==> config.mk <==
export PLATFORM = sky130hd
export DESIGN_NAME = uart_rx
export DESIGN_NICKNAME = d
export VERILOG_FILES = /design/src/rtl/uart_pkg.sv /design/src/rtl/sync_2ff.sv /design/src/rtl/uart_rx.sv
export SDC_FILE = /design/constraint.sdc
export NUM_CORES = 1
export LEC_CHECK = 0
export ABC_AREA = 0
export CAP_MARGIN = 20
export CORE_UTILIZATION = 45
export DETAILED_ROUTE_END_ITERATION = 8
export DONT_BUFFER_PORTS = 1
export GPL_TIMING_DRIVEN = 0
export SLEW_MARGIN = 20
export SYNTH_ARGS = -nofsm -noshare
export SYNTH_HDL_FRONTEND = slang
export SYNTH_SLANG_ARGS = --single-unit
==> constraint.sdc <==
create_clock -name clk -period 3.1 [get_ports clk]
set_input_delay 0.62 -clock clk [delete_from_list [all_inputs] [get_ports clk]]
set_output_delay 0.62 -clock clk [all_outputs]
set_load 0.02 [all_outputs]
==> src/rtl/uart_pkg.sv <==
// Shared UART definitions: receiver state encoding, 8N1 frame constants, bit timing.
// Latency: none (package only).
// Backpressure: none (package only).
package uart_pkg;

  // Receiver FSM states
  typedef enum logic [2:0] {
    ST_IDLE,
    ST_START,
    ST_DATA,
    ST_STOP,
    ST_WAIT_HIGH
  } uart_state_t;

  // 8N1 frame: 8 data bits LSB first, no parity, one stop bit, line idles high
  localparam int   UART_DATA_BITS  = 8;
  localparam int   UART_STOP_BITS  = 1;
  localparam logic UART_IDLE_LEVEL = 1'b1;

  // Bit timing in system-clock cycles: full bit period and half period
  typedef struct packed {
    int div;
    int half;
  } uart_timing_t;

  // Integer division on purpose: the residual error stays well inside the baud tolerance
  function automatic uart_timing_t uart_timing(input int clk_hz, input int baud_hz);
    uart_timing_t t;
    t.div  = clk_hz / baud_hz;
    t.half = t.div / 2;
    return t;
  endfunction

endpackage

==> src/rtl/sync_2ff.sv <==
// Two-flop synchronizer for a single asynchronous level signal.
// Latency: 2 clk cycles from d to q.
// Backpressure: none; free-running.
module sync_2ff #(
  parameter logic RST_VAL = 1'b1
) (
  input  logic clk,
  input  logic reset_n,
  input  logic d,
  output logic q
);

  logic meta;

  // Two-stage capture; both stages reset to RST_VAL so no false edge appears at release
  always_ff @(posedge clk or negedge reset_n) begin
    if (!reset_n) begin
      meta <= RST_VAL;
      q    <= RST_VAL;
    end else begin
      meta <= d;
      q    <= meta;
    end
  end

endmodule

==> src/rtl/uart_rx.sv <==
// 8N1 UART receiver with centred bit sampling and a one-entry valid/ready holding register.
// Latency: byte/error flags registered on the stop-sample edge, T0+HALF+9*DIV.
// Backpressure: one held byte; a byte completing while full and not accepted is dropped with an overrun pulse.
module uart_rx
  import uart_pkg::*;
#(
  parameter int UART_CLK_HZ        = 40000000,
  parameter int UART_SCLK_HZ       = 115200,
  parameter int UART_COUNTER_WIDTH = 9
) (
  input  logic                      clk,
  input  logic                      reset_n,
  input  logic                      uart_rxd,
  output logic [UART_DATA_BITS-1:0] data,
  output logic                      valid,
  input  logic                      ready,
  output logic                      frame_err,
  output logic                      overrun
);

  localparam uart_timing_t TIMING = uart_timing(UART_CLK_HZ, UART_SCLK_HZ);
  localparam int CW   = UART_COUNTER_WIDTH;
  localparam int DIV  = TIMING.div;
  localparam int HALF = TIMING.half;

  generate
    if ((DIV - 1) >= (1 << CW) || HALF < 1) begin : g_bad_timing
      $error("uart_rx: DIV-1 does not fit in UART_COUNTER_WIDTH or baud too high for clock");
    end
  endgenerate

  localparam logic [CW-1:0] DIV_M1  = CW'(DIV - 1);
  localparam logic [CW-1:0] HALF_M1 = CW'(HALF - 1);
  localparam logic [2:0]    IDX_LAST = 3'(UART_DATA_BITS - 1);

  logic                      rxd_s;
  uart_state_t               state, state_nxt;
  logic [CW-1:0]             timer, timer_nxt;
  logic [2:0]                idx, idx_nxt;
  logic [UART_DATA_BITS-1:0] shreg, shreg_nxt;
  logic                      deliver;
  logic                      stop_bad;
  logic                      timer_zero;

  sync_2ff #(
    .RST_VAL (UART_IDLE_LEVEL)
  ) u_sync (
    .clk     (clk),
    .reset_n (reset_n),
    .d       (uart_rxd),
    .q       (rxd_s)
  );

  assign timer_zero = (timer == '0);

  // Frame FSM next state: timer counts down to each centred sample point
  always_comb begin
    state_nxt = state;
    timer_nxt = timer;
    idx_nxt   = idx;
    shreg_nxt = shreg;
    deliver   = 1'b0;
    stop_bad  = 1'b0;
    case (state)
      ST_IDLE: begin
        if (!rxd_s) begin
          timer_nxt = HALF_M1;
          state_nxt = ST_START;
        end
      end
      ST_START: begin
        if (!timer_zero) begin
          timer_nxt = timer - CW'(1);
        end else if (!rxd_s) begin
          timer_nxt = DIV_M1;
          idx_nxt   = 3'd0;
          state_nxt = ST_DATA;
        end else begin
          // start bit gone by mid-bit: treat as a glitch
          state_nxt = ST_IDLE;
        end
      end
      ST_DATA: begin
        if (!timer_zero) begin
          timer_nxt = timer - CW'(1);
        end else begin
          shreg_nxt[idx] = rxd_s;
          timer_nxt      = DIV_M1;
          idx_nxt        = idx + 3'd1;
          if (idx == IDX_LAST) begin
            state_nxt = ST_STOP;
          end
        end
      end
      ST_STOP: begin
        if (!timer_zero) begin
          timer_nxt = timer - CW'(1);
        end else if (rxd_s) begin
          deliver   = 1'b1;
          state_nxt = ST_IDLE;
        end else begin
          stop_bad  = 1'b1;
          state_nxt = ST_WAIT_HIGH;
        end
      end
      ST_WAIT_HIGH: begin
        // a held-low line (break) must not look like a fresh start bit
        if (rxd_s) begin
          state_nxt = ST_IDLE;
        end
      end
      default: begin
        state_nxt = ST_IDLE;
      end
    endcase
  end

  // FSM, bit timer, bit index and shift register state
  always_ff @(posedge clk or negedge reset_n) begin
    if (!reset_n) begin
      state <= ST_IDLE;
      timer <= '0;
      idx   <= 3'd0;
      shreg <= '0;
    end else begin
      state <= state_nxt;
      timer <= timer_nxt;
      idx   <= idx_nxt;
      shreg <= shreg_nxt;
    end
  end

  // Holding register and one-cycle error pulses, all updated on the stop-sample edge
  always_ff @(posedge clk or negedge reset_n) begin
    if (!reset_n) begin
      data      <= '0;
      valid     <= 1'b0;
      frame_err <= 1'b0;
      overrun   <= 1'b0;
    end else begin
      frame_err <= stop_bad;
      overrun   <= 1'b0;
      if (deliver) begin
        if (!valid || ready) begin
          data  <= shreg;
          valid <= 1'b1;
        end else begin
          overrun <= 1'b1;
        end
      end else if (valid && ready) begin
        valid <= 1'b0;
      end
    end
  end

endmodule

### Word-level counts from Yosys, hierarchy flattened

Index checks and enable logic that the tools add are counted.

* mux-type cells: 33
* eq/ne operators: 15
* add/sub/neg operators: 2
* reductions and logical operators: 15
* $lt $le $gt $ge: 2

Operators with widths (count)
* $mux W9: 5
* $pmux W9 S4: 1
* $mux W3: 10
* $pmux W3 S5: 1
* $ne A2 B2 Y1 const B: 7
* $mux W1: 12
* $logic_not A9 Y1: 1
* $sub A9 B1 Y9 const B: 1
* $bwmux W8: 1
* $reduce_and A4 Y1: 2
* $eq A3 B2 Y1 const B: 2
* $eq A3 B3 Y1 const B: 2
* $pmux W3 S2: 1
* $reduce_and A2 Y1: 3
* $reduce_and A6 Y1: 1
* $lt A3 B4 Y1 const B: 1
* $ne A2 B1 Y1 const B: 2
* $reduce_bool A2 Y1: 2
* $reduce_bool A4 Y1: 1
* $add A3 B1 Y3 const B: 1
* $demux W1 S3: 1
* $eq A3 B1 Y1 const B: 1
* $ge A3 B1 Y1 const B: 1
* $logic_not A3 Y1: 1
* other kinds (5): 6

* output and inout port bits: 11
* bits in registers: 36
* input bits: 4

### Depth between registers and ports, before layout

Gate-level depths: netlist (run 1).

* depth after elaboration: 5
* depth in mapped cells: 6
* gate-level depth less buffers: 6

### Hierarchy

From an unflattened synthesis (run 1), not the netlist that was laid out.

* cells, all modules: 180
* area, all modules: 1949.4 um^2

By module, submodules not included
* uart_rx: cells an instance 178, seq. area each 850.8 um^2, area an instance 1896.8 um^2, instances 1
* sync_2ff: cells an instance 2, seq. area each 52.6 um^2, area an instance 52.6 um^2, instances 1

### Worst setup path after synthesis (run 1)

OpenSTA, ideal clock, no wires.

* path kind: reg2reg
* from: reg timer[0]
* to: reg shreg[0]
* cell stages (with the launch flop): 7
* arrival time: 1.795 ns
* slack: 1.180 ns
* cells stage by stage: dfrtp_1 -> inv_1 -> ha_1 -> nor4b_4 -> nand3_1 -> nor4_1 -> mux2_2

* cells in the longest elaborated chain, start to end: 2

Ends and longest elaborated chain
* start: declaration: line uart_rx.sv:38 `logic [CW-1:0] timer, timer_nxt;`
* start signal: assignment: line uart_rx.sv:127 `timer <= timer_nxt;`
* $logic_not A9 Y1: line uart_rx.sv:54 `assign timer_zero = (timer == '0);`
* $reduce_and A2 Y1 (no line)
* end signal: assignment: line uart_rx.sv:129 `shreg <= shreg_nxt;`
* end: declaration: line uart_rx.sv:40 `logic [UART_DATA_BITS-1:0] shreg, shreg_nxt;`

No other way between the ends.
A chain may end at the register's enable or synchronous reset.

### Worst setup path after layout (run 1)

* from: reg timer[0]
* to: reg shreg[4]

Same word-level chain as after synthesis.

==> metrics.csv, run 1 <==
stage;metric;value;unit
run_status;status;finished clean;
timing;slew margin rel.;62.1;%
floorplanning;Die ar.;4100;um2
routing;via count;1184;
clock_tree;TritonCTS Sinks;36;
clock_tree;clk buf depth;2;
floorplanning;Core Area;3690;um2
routing;met3 WL post-DR;116;um
routing;ANT nets after route;0;
timing;Final Critical Period;2230;ps
routing;Highest Signal Layer;met4;
clock_tree;post-CTS sizing;0;
worst_setup_path;crit path DAT;2410;ps
routing;vias per inst;5.69;
worst_setup_path;FF-to-FF Start;timer[0];
flow_run;Max-Cap Viols;0;
logic_synthesis;Syn Area/Cell;11.4;um2
hold_path;Hold Path Class;in -> async;
floorplanning;starting density of the core;46.9;%
clock_tree;Hold Buf Count CTS;0;
power;leakage power;0.000833;uW
floorplanning;Die Y-Extent;64.0;um
worst_setup_path;worst-path fanout max;10;
logic_synthesis;Top FF cell, synth;dfrtp_1;
worst_setup_path;flop2flop setup slack;870;ps
routing;WL met2;1.44;mm
logic_synthesis;Synth Register Bits;36;
logic_synthesis;synth warn;0;
clock_tree;clk slew on worst S/H paths;70;ps
timing;setup TNS;0;ps
clock_tree;CTS Buf Count;5;
timing;unrepaired setup endpoints after global routing;false;
logic_synthesis;unique cell type count in the Yosys netlist;45;
logic_synthesis;area share of the largest cell type after synthesis;49.1;%
logic_synthesis;Syn Nets;159;
logic_synthesis;Mapped Cells;152;
routing;wire length on met1;1.53;mm
power;Reg power frac;58.8;%
logic_synthesis;most common cell in the synthesized netlist;dfrtp_1;
worst_setup_path;slowest stage delay, CP;480;ps
floorplanning;Die Wd;64.0;um
logic_synthesis;Async SR Flop Fraction;100;%
worst_setup_path;cell count of the worst reg-to-reg path;6;
worst_setup_path;CP max-delay cell;nor4b_4;
routing;drt total wl;3.17;mm
grt;first-pass GRT wire length;5.33;mm
finish;layout cells sized above 1;22.5;%
worst_setup_path;crit path buf inv count;1;
power;Net Switching;176;uW
power;clock power share;40.6;%
timing;number of setup violations in the final report;0;
timing;Final Max Slew Viols;0;
power;design internal power;630;uW
worst_setup_path;CP required;3280;ps
grt;GRT Total Usage;17.7;%
floorplanning;Ports;15;
worst_setup_path;kind of critical path;reg -> reg;
logic_synthesis;sequential fraction of the synthesis area;52.2;%
logic_synthesis;Synth Cell Area;1730;um2
finish;Post-Route Utilization;50.9;%
worst_setup_path;CP Cell Sequence;inv_1 > ha_1 > nor4b_4 > nand3_1 > nor3_1 > mux2_2;
routing;wire length per cell;15.2;um
place;dpl hpwl;2.22;mm
clock_tree;clk root buf;clkbuf_8;
worst_setup_path;startpoint class of the critical path;register;
worst_setup_path;r2r endpoint;shreg[4];
timing;Final Hold Vio Count;0;
place;Cells after DPL;200;
floorplanning;FP Rows;22;
worst_setup_path;Crit path depth;6;
routing;DRC Markers;0;
timing;Worst-Margin Slew;567;ps
grt;Overflow after GRT;0;
routing;Detailed Route Iter0 Violations;30;
worst_setup_path;CP Capture Type;register;
timing;worst-case clock skew;3.61;ps
routing;DR pass1 iterations;4;
finish;Antenna diodes;0;
clock_tree;H-tree levels;2;
place;port bufs;0;
grt;vias in the first global route;1201;
power;Max VDD drop;0.310;mV
clock_tree;clk_lat worst skew;290;ps
timing;Fmax;0.449;GHz
power;Net Sw Frac;21.9;%
logic_synthesis;most frequent cells after synthesis;dfrtp_1, mux2_2, nor2_1;
logic_synthesis;Synth area leader;dfrtp_1;
power;combinational share of power;0.6;%
power;pwr dens;429;nW/um2
worst_setup_path;critical path endpoint;shreg[4];
finish;fin cells;208;
logic_synthesis;top post-synthesis cells by area;dfrtp_1, mux2_2, dfstp_2;
clock_tree;Post-CTS Setup Bufs;0;
grt;antenna violations before repair;0;
timing;Final period util;71.8;%
clock_tree;TritonCTS clock tree;yes;
finish;# nets final;166;
place;Routability Congestion;0.791;
worst_setup_path;CP startpoint;timer[0];
grt;largest net degree at the start of global routing;37;
worst_setup_path;Worst path top cell family by delay;simple AND/OR/NAND/NOR gates;
logic_synthesis;number of synthesized flops with an enable pin;0;
finish;area growth from synthesis to layout;8.53;%
flip-flops by register name, summed over array words and instances, names as in the netlist, 3 cells and up:
| signal | count |
|---|---|
| data | 8 |
| idx | 3 |
| shreg | 8 |
| state | 3 |
| timer | 9 |
worst register-to-register path, cell delays in order, from the launching register on:
cell and delay [ps]:
dfrtp_1 390, inv_1 100, ha_1 240, nor4b_4 480, nand3_1 260, nor3_1 280, mux2_2 370
cells in the final DEF, fill, tap and decap left out, drive strengths merged, types with 4 or more instances in the layout:
cell type,count
inv,7
nand2,7
mux2,18
o21ai,5
dfrtp,34
nor4,4
nor2,12
clkbuf,10
nor3,8
area by class of cell:
type,instances,area [um2]
flip-flops and latches,36,903
clock buffers,5,68.8
inverters,7,26.3
clock inverters,3,18.8
plain buffers,6,25.0
multi-input cells,103,777
well taps,48,60.1
fillers,348,1810
logic make-up after synthesis:
logic type	synth area share, %
simple gates	17.8
flops	52.2
compound gates	12.6
mux	12.3
buf+inv	2.96
fa+ha+maj	2.17
layer usage:
layer,track usage (%),vias to the layer above
li1,-,580
met1,21.4,571
met5,0,-
met4,10.5,0
met2,28.2,26
met3,4.82,7
power by group through the flow:
stage	clock, uW	sequential [uW]	combinational (uW)
after floorplan	0	482	3.71
after global placement	0	483	4.94
after detailed placement	0	483	5.19
after CTS	337	474	5.17
after global routing	354	474	5.61
final	327	474	4.99
worst min path at each step:
stage            start  endpoint  slack (ps)  depth (start not counted)
2_1_floorplan  reset_n   data[0]         320                          0
4_1_cts        reset_n   data[5]           7                          0
3_3_place_gp   reset_n  timer[7]         330                          0
3_5_place_dp   reset_n  timer[5]         330                          0
5_1_grt        reset_n  shreg[3]         0.2                          0
6_report       reset_n     valid          20                          0
through the flow:
step                      cell area, um2  setup slack, ps  hold WS [ps]  power [uW]
final                               1880              873          15.4         806
after global routing                1880              661         0.210         833
after CTS                           1880              864          6.88         816
after detailed placement            1790              877           325         488
after global placement              1790              907           326         488
after floorplan                     1730             1180           324         486
Power figures use the tool's default switching activity.
==> run 2: changes to the inputs <==
==> constraint.sdc (replaced) <==
create_clock -name clk -period 2.05 [get_ports clk]
set_input_delay 0.41 -clock clk [delete_from_list [all_inputs] [get_ports clk]]
set_output_delay 0.41 -clock clk [all_outputs]
set_load 0.02 [all_outputs]
==> metrics.csv, run 2 (same netlist as run 1, synthesis figures left out) <==
stage;metric;value;unit
timing;setup TNS;0;ps
finish;# nets final;172;
timing;Final period util;96.5;%
power;Net Sw Frac;22.7;%
worst_setup_path;CP startpoint;timer[5];
floorplanning;FP Rows;22;
place;Post-DP Area;1790;um2
power;design internal power;957;uW
floorplanning;Die ar.;4100;um2
timing;Final Hold Vio Count;0;
flow_run;Max-Cap Viols;0;
timing;worst-case clock skew;6.21;ps
clock_tree;TritonCTS clock tree;yes;
finish;FF/Latch Area;903;um2
finish;most frequent cells in the layout;dfrtp_1, mux2_2, nor2_1;
place;Cells after DPL;200;
routing;DRC Markers;0;
clock_tree;clk slew on worst S/H paths;70;ps
finish;area growth from synthesis to layout;16.6;%
clock_tree;clk root buf;clkbuf_8;
place;port bufs;0;
grt;first-pass GRT wire length;5.38;mm
power;Max VDD drop;0.473;mV
run_status;status;finished clean;
clock_tree;CTS Buf Count;5;
routing;vias per inst;5.83;
finish;max reg flops;9;
power;pwr dens;614;nW/um2
finish;Antenna diodes;0;
worst_setup_path;FF-to-FF Start;timer[5];
power;clock power share;40.0;%
finish;Multi-input gate area;851;um2
floorplanning;Ports;15;
routing;ANT nets after route;0;
worst_setup_path;crit path DAT;2160;ps
finish;Top Registers;timer: 9 flops, data: 8 flops, shreg: 8 flops;
worst_setup_path;flop2flop setup slack;70;ps
finish;most common library cell in the layout ignoring fill and taps;dfrtp_1;
power;Reg power frac;57.8;%
worst_setup_path;CP Capture Type;register;
timing;Worst-Margin Slew;512;ps
clock_tree;clk buf depth;2;
finish;fin cells;214;
finish;Final Cell Area;2020;um2
worst_setup_path;startpoint class of the critical path;register;
clock_tree;clk_lat worst skew;290;ps
clock_tree;TritonCTS Sinks;36;
power;Net Switching;282;uW
worst_setup_path;CP required;2230;ps
grt;vias in the first global route;1225;
routing;Detailed Route Iter0 Violations;47;
hold_path;hold_sp;uart_rxd;
timing;Final Critical Period;1980;ps
finish;layout cells sized above 1;32.5;%
grt;antenna violations before repair;0;
timing;unrepaired setup endpoints after global routing;false;
power;leakage power;0.000867;uW
finish;Biggest register;timer;
timing;Fmax;0.506;GHz
place;dpl hpwl;2.22;mm
floorplanning;starting density of the core;46.9;%
floorplanning;Die Y-Extent;64.0;um
floorplanning;Core Area;3690;um2
grt;largest net degree at the start of global routing;37;
finish;fill count;334;
worst_setup_path;worst-path fanout max;10;
timing;number of setup violations in the final report;0;
place;Routability Congestion;0.791;
routing;DR pass1 iterations;4;
hold_path;Hold Path Class;in -> reg;
timing;PnR worst setup slack;72.1;ps
clock_tree;H-tree levels;2;
place;worst slack, placed;-173;ps
grt;GRT Total Usage;17.9;%
finish;Post-Route Utilization;54.7;%
routing;wire length per cell;16.2;um
floorplanning;Die Wd;64.0;um
power;combinational share of power;2.2;%
timing;Final Max Slew Viols;0;
worst_setup_path;kind of critical path;reg -> reg;
grt;Overflow after GRT;0;
routing;drt total wl;3.46;mm
timing;slew margin rel.;65.9;%
routing;via count;1247;
==> run 2: cell count changes in the layout (fill, tap and decap cells not counted), moves of 2 or more <==
cell | previous run | this run
buf_4 | 0 | 4
nor2_1 | 12 | 10
nor2_2 | 0 | 2
nor3_1 | 8 | 4
nor3_2 | 0 | 4
nor4_1 | 4 | 2
==> run 2: repair_timing <==
action	CTS	global route
setup endpoints to repair	17	17
hold buffers	2	0
pin swaps	0	3
setup buffers	3	1
endpoints found under the hold margin	36	0
gates resized for setup	1	18
==> run 2: cell type report <==
cell class | count | share of cell area [%]
flip-flops and latches | 36 | 44.7
clock inverters | 3 | 0.929
repair buffers | 6 | 2.97
clock buffers | 5 | 3.41
inverters | 7 | 1.30
well taps | 48 | 2.97
multi-input cells | 103 | 42.1
plain buffers | 6 | 1.55
==> run 2: routing by layer <==
metal  vias to the layer above  GRT usage [%]  routed length (um)
met1                       608           21.9                1530
met5                         -              0                   0
met2                        38           28.2                1670
li1                        594              -                   -
met3                         7           4.82                 178
met4                         0           10.8                  74
==> run 2: final timing paths <==
kind / end / depth (start not counted)
max reg2reg: shreg[2] / 5
max in group asynchronous: u_sync.meta / 2
min in group asynchronous: timer[2] / 2
min: u_sync.meta / 0
max: shreg[2] / 5
min reg2reg: u_sync.q / 0
==> run 2: power groups by stage <==
stage	Clock [uW]	Combinational, uW	Sequential (uW)
floorplan	0	5.60	729
global placement	0	7.47	730
detailed placement	0	7.85	730
CTS	510	28.6	716
global route	535	31.9	716
finish	495	27.3	716
==> run 2: critical path: stages, from the launching register on <==
cell,delay [ps]
dfrtp_1,460
nor4_4,390
buf_6,200
nand4_1,240
nor3_2,250
mux2_4,320
==> run 2: per-stage QoR <==
step                power, uW  hold slack, ps
floorplan                 735             114
global placement          737             116
detailed placement        738             115
CTS                      1250             103
global route             1280            97.7
finish                   1240             112
